### config.mk
export PLATFORM = sky130hd
export DESIGN_NAME = bin2bcd_seq
export DESIGN_NICKNAME = d
export VERILOG_FILES = /design/src/rtl/bcd_pkg.sv /design/src/rtl/bcd_digit_adj.sv /design/src/rtl/bin2bcd_seq.sv
export SDC_FILE = /design/constraint.sdc
export NUM_CORES = 1
export LEC_CHECK = 0
export CORE_MARGIN = 2
export CORE_UTILIZATION = 55
export DETAILED_ROUTE_END_ITERATION = 10
export GPL_ROUTABILITY_DRIVEN = 0
export GPL_TIMING_DRIVEN = 0
export MAX_ROUTING_LAYER = met4
export PLACE_DENSITY = 0.88
export SLEW_MARGIN = 5
export SYNTH_ARGS = -nofsm -noshare
export SYNTH_HDL_FRONTEND = slang
export SYNTH_SLANG_ARGS = --single-unit
### constraint.sdc
create_clock -name clk -period 2.66 [get_ports clk]
set_clock_uncertainty 0.2 [all_clocks]
set_input_delay 0.399 -clock clk [delete_from_list [all_inputs] [get_ports clk]]
set_output_delay 0.399 -clock clk [all_outputs]
set_load 0.1 [all_outputs]
### src/rtl/bcd_pkg.sv
// Shared definitions for the sequential binary-to-BCD converter.
//   BCD_DIGIT_W         width of one packed BCD digit
//   ST_IDLE/SHIFT/DONE  converter state encodings
//   state_t             enum built on those encodings
//   min_digits()        digits needed to show every BIN_W-bit value, i.e. ceil(bin_w*log10(2))
package bcd_pkg;

   localparam int BCD_DIGIT_W = 4;

   localparam logic [1:0] ST_IDLE  = 2'd0;
   localparam logic [1:0] ST_SHIFT = 2'd1;
   localparam logic [1:0] ST_DONE  = 2'd2;

   typedef enum logic [1:0] {
      IDLE  = ST_IDLE,
      SHIFT = ST_SHIFT,
      DONE  = ST_DONE
   } state_t;

   // log10(2) ~= 0.30103. The error is about 4e-9 per bit, so the result is exact
   // for any practical width.
   function automatic int min_digits(input int bin_w);
      return (bin_w * 30103 + 99999) / 100000;
   endfunction

endpackage

### src/rtl/bcd_digit_adj.sv
// One digit of the double-dabble correction: if the digit is above 4, add 3.
// This runs before each left shift, so a digit of 5..9 carries into the next digit.
//   din   in  4  BCD digit before correction
//   dout  out 4  corrected digit
module bcd_digit_adj
   import bcd_pkg::*;
(
   input  logic [BCD_DIGIT_W-1:0] din,
   output logic [BCD_DIGIT_W-1:0] dout
);

   always_comb begin
      dout = din;
      if (din > 4'd4) dout = din + 4'd3;
   end

endmodule

### src/rtl/bin2bcd_seq.sv
// Sequential binary-to-BCD converter using shift-and-add-3. It converts one bit per clock.
//   clk    in   1         system clock, rising edge
//   rst_n  in   1         asynchronous active-low reset
//   start  in   1         conversion request, sampled in IDLE only
//   bin    in   BIN_W     operand, captured on the cycle start is accepted
//   busy   out  1         conversion in progress
//   done   out  1         one-cycle pulse; bcd/ovf/blank were updated this cycle
//   bcd    out  4*DIGITS  result, digit 0 = least significant
//   ovf    out  1         the value did not fit; bcd holds bin mod 10**DIGITS
//   blank  out  DIGITS    leading-zero mask, blank[0] is always 0
//
// state | meaning
// ------+---------------------------------------------------------------
// IDLE  | waiting for start; outputs hold the last result
// SHIFT | one adjust+shift per cycle, cnt counts down to terminal 0
// DONE  | done pulse; result registers were loaded on entry
module bin2bcd_seq
   import bcd_pkg::*;
#(
   parameter int BIN_W  = 16,
   parameter int DIGITS = 5
)(
   input  logic                          clk,
   input  logic                          rst_n,
   input  logic                          start,
   input  logic [BIN_W-1:0]              bin,
   output logic                          busy,
   output logic                          done,
   output logic [BCD_DIGIT_W*DIGITS-1:0] bcd,
   output logic                          ovf,
   output logic [DIGITS-1:0]             blank
);

   localparam int ACC_W = BCD_DIGIT_W * DIGITS;
   localparam int CNT_W = $clog2(BIN_W + 1);
   localparam logic [DIGITS-1:0] BLANK_RST = {DIGITS{1'b1}} << 1;

   state_t             state, state_nxt;
   logic [CNT_W-1:0]   cnt;
   logic [BIN_W-1:0]   sreg;
   logic [ACC_W-1:0]   acc, acc_adj, acc_nxt;
   logic               ovf_acc, ovf_nxt;
   logic               accept, last;
   logic [DIGITS-1:0]  blank_nxt;
   logic               seen_nz;

   for (genvar k = 0; k < DIGITS; k++) begin : g_adj
      bcd_digit_adj u_adj (
         .din  (acc[BCD_DIGIT_W*k +: BCD_DIGIT_W]),
         .dout (acc_adj[BCD_DIGIT_W*k +: BCD_DIGIT_W])
      );
   end

   // The bit shifted out of the top digit is lost. Any such loss means the value did not fit.
   assign acc_nxt = {acc_adj[ACC_W-2:0], sreg[BIN_W-1]};
   assign ovf_nxt = ovf_acc | acc_adj[ACC_W-1];

   always_comb begin
      blank_nxt = '0;
      seen_nz   = 1'b0;
      for (int k = DIGITS - 1; k >= 1; k--) begin
         seen_nz      = seen_nz | (acc_nxt[BCD_DIGIT_W*k +: BCD_DIGIT_W] != '0);
         blank_nxt[k] = ~seen_nz;
      end
   end

   always_ff @(posedge clk or negedge rst_n) begin
      if (!rst_n) state <= IDLE;
      else        state <= state_nxt;
   end

   always_comb begin
      state_nxt = state;
      busy      = 1'b0;
      done      = 1'b0;
      accept    = 1'b0;
      last      = 1'b0;
      case (state)
         IDLE: begin
            if (start) begin
               accept    = 1'b1;
               state_nxt = SHIFT;
            end
         end
         SHIFT: begin
            busy = 1'b1;
            if (cnt == '0) begin
               last      = 1'b1;
               state_nxt = DONE;
            end
         end
         DONE: begin
            done      = 1'b1;
            state_nxt = IDLE;
         end
         default: state_nxt = IDLE;
      endcase
   end

   always_ff @(posedge clk or negedge rst_n) begin
      if (!rst_n) begin
         sreg    <= '0;
         acc     <= '0;
         cnt     <= '0;
         ovf_acc <= 1'b0;
      end else if (accept) begin
         sreg    <= bin;
         acc     <= '0;
         cnt     <= CNT_W'(BIN_W - 1);
         ovf_acc <= 1'b0;
      end else if (state == SHIFT) begin
         sreg    <= sreg << 1;
         acc     <= acc_nxt;
         ovf_acc <= ovf_nxt;
         cnt     <= cnt - CNT_W'(1);
      end
   end

   // The result registers load on the final shift edge, so they are valid during the DONE cycle.
   always_ff @(posedge clk or negedge rst_n) begin
      if (!rst_n) begin
         bcd   <= '0;
         ovf   <= 1'b0;
         blank <= BLANK_RST;
      end else if (last) begin
         bcd   <= acc_nxt;
         ovf   <= ovf_nxt;
         blank <= blank_nxt;
      end
   end

endmodule
==> results.sh <==
export IMPL_crit_type="register to output port"
export IMPL_postRouteAntennaNets=0
export IMPL_die_w_um=82.79
export IMPL_timing_rr_end="blank[1]"
export IMPL_dp_slack_ps=-387.7
export IMPL_drive_gt1_frac=0.1122
export IMPL_async_reset_ff_frac=1.000
export IMPL_port_buffers=45
export IMPL_synthCells=348
export IMPL_syn_to_final_growth_pct=21.99
export IMPL_cp_num_cells=1
export IMPL_dieHeight_um=82.79
export IMPL_outcome="finished clean"
export IMPL_critPathArrivalTime_ps=2000
export IMPL_dieArea_um2=6854
export IMPL_synth_seq_cells=69
export IMPL_drc=0
export IMPL_routed_wl_um=7504
export IMPL_final_area_um2=4165
export IMPL_cts_sink_count=69
export IMPL_path_max_fanout=2
export IMPL_syn_num_nets=379
export IMPL_ioPinCount=47
export IMPL_avgSynthCellArea_um2=9.812
export IMPL_yosysWarnings=0
export IMPL_setup_slack_ps=64.31
export IMPL_htree_levels=3
export IMPL_numCtsBuffers=9
export IMPL_synth_edf_count=0
export IMPL_clk_pin_slew_ps=70
export IMPL_worstMarginPinSlew_ps=977.4
export IMPL_fmax_ghz=0.3853
export IMPL_setup_viol=0
export IMPL_r2r_slack_ps=460
export IMPL_place_hpwl_um=5144
export IMPL_crit_chain="clkdlybuf4s50_1"
export IMPL_root_buffer="clkbuf_8"
export IMPL_end_kind="output port"
export IMPL_antenna_cells=0
export IMPL_fin_crit_ps=2596
export IMPL_row_count=28
export IMPL_first_iter_violations=152
export IMPL_post_drt_wl_per_cell_um=15.47
export IMPL_insertion_delay_ps=350
export IMPL_start_kind="register"
export IMPL_dr_pass1_iters=5
export IMPL_placed_cell_area_um2=3959
export IMPL_grt_usage=0.2517
export IMPL_final_nets=436
export IMPL_reg2reg_depth=7
export IMPL_critPathSlowestCell="clkdlybuf4s50_1"
export IMPL_route_met2_wl_um=3754
export IMPL_endpoint="blank[4]"
export IMPL_most_common_layout_cells="dfrtp_1 (65), nand2_1 (48), clkdlybuf4s50_1 (42), o21ai_0 (38), a21oi_1 (23)"
export IMPL_grt_pass1_vias=2693
export IMPL_clk_path_buf_depth=2
export IMPL_yosys_cell_types_count=41
export IMPL_met3WireLength_um=277
export IMPL_final_common_cell="dfrtp_1"
export IMPL_grt_pass1_wl_um=12440
export IMPL_maxSlewHeadroom=0.3463
export IMPL_via_per_inst=5.672
export IMPL_hold_class="register to register"
export IMPL_rsz0062_at_grt="no"
export IMPL_startpoint="blank[4]"
export IMPL_r2r_start="acc[16]"
export IMPL_synthFlopType="dfrtp_1"
export IMPL_fin_crit_sh=0.9758
export IMPL_path_buf_inv=1
export IMPL_drv_cap=0
export IMPL_ys_seq_area_frac=0.5071
export IMPL_grt_ovfl_total=0
export IMPL_cp_top_family="buffers and inverters"
export IMPL_antenna_found_initial=0
export IMPL_max_stage_delay_ps=1120
export IMPL_required_ps=2060
export IMPL_met1Wirelength_um=3305
export IMPL_start_util=0.5733
export IMPL_grt_max_degree=70
export IMPL_core_area_um2=5956
export IMPL_slew_violations=0
export IMPL_post_route_util=0.6994
export IMPL_synthesis_area_um2=3415
export IMPL_top_layer_used="met4"
export IMPL_hold_viol_final=0
export IMPL_vias=2751
export IMPL_cts_tree="built"
export IMPL_holdPathStages=2
synth_stat cells, types with 2 or more instances:
| cell | number | area, um^2 |
|---|---|---|
| nor2_1 | 9 | 33.78 |
| inv_1 | 18 | 67.56 |
| o21ai_0 | 38 | 190.2 |
| nand3_1 | 3 | 15.01 |
| and3_1 | 3 | 18.77 |
| a22oi_1 | 16 | 120.1 |
| xnor2_1 | 7 | 61.31 |
| nor2b_1 | 20 | 125.1 |
| mux2_1 | 4 | 45.04 |
| dfstp_2 | 4 | 105.1 |
| inv_2 | 2 | 7.510 |
| mux2i_1 | 6 | 60.06 |
| nand2b_1 | 3 | 18.77 |
| a21oi_1 | 23 | 115.1 |
| o21bai_1 | 3 | 22.52 |
| o21ai_1 | 14 | 70.07 |
| nor3_1 | 3 | 15.01 |
| clkbuf_1 | 6 | 22.52 |
| buf_2 | 10 | 50.05 |
| dfrtp_1 | 65 | 1627 |
| mux2_2 | 4 | 45.04 |
| nand2_1 | 48 | 180.2 |
| a22o_1 | 10 | 87.58 |
| ha_1 | 12 | 150.1 |
metrics by stage:
stage | hold WS (ps) | setup TNS, ps | instances
2_1_floorplan | -96.59 | 0 | 348
3_3_place_gp | 250.5 | -85010 | 468
3_5_place_dp | 251.2 | -515.5 | 468
4_1_cts | 263.1 | 0 | 485
5_1_grt | 304.5 | 0 | 485
6_report | 261.3 | 0 | 485
timing repair:
action	CTS	global route
resized for setup	9	3
endpoints found under the setup margin	2	2
hold buffers	1	0
setup buffers	0	0
gates cloned	0	0
hold endpoints to repair	52	0
sequential cells by signal, summed over array words and instances, names as in the netlist:
name / flops
ovf: 1
bcd: 20
sreg: 16
state: 2
acc: 20
ovf_acc: 1
cnt: 5
blank: 4
kinds of logic after synthesis:
family	Yosys count	share of synthesized area
xor+xnor	7	0.01796
fa+ha+maj	12	0.04397
flops	69	0.5071
simple gates	97	0.1422
buf+inv	37	0.04544
compound gates	111	0.1982
mux	14	0.04397
other cells	1	0.001098
how the worst min path moves through the flow:
| stage | start | to |
|---|---|---|
| 2_1_floorplan | rst_n | acc[0] |
| 3_3_place_gp | blank[4] | blank[4] |
| 3_5_place_dp | blank[4] | blank[4] |
| 4_1_cts | blank[4] | blank[4] |
| 5_1_grt | blank[1] | blank[1] |
| 6_report | blank[4] | blank[4] |
per-layer routing:
metal,up-vias,GRT usage
met5,-,-
met4,0,0.1311
met3,16,0.03680
met2,84,0.4089
met1,1334,0.3069
li1,1317,-
area by class of cell:
cell class | count | area [um^2]
Inverter | 20 | 75.07
Clock buffer | 10 | 137.6
Multi-Input combinational cell | 242 | 1530
Buffer | 17 | 80.08
Timing Repair Buffer | 46 | 454.2
Tap cell | 75 | 93.84
Sequential cell | 69 | 1732
Fill cell | 473 | 1790
Clock inverter | 6 | 62.56
Power is left out: the tool's default activity adds up to more than one toggle a clock period on the data nets, which glitch-free logic cannot reach.
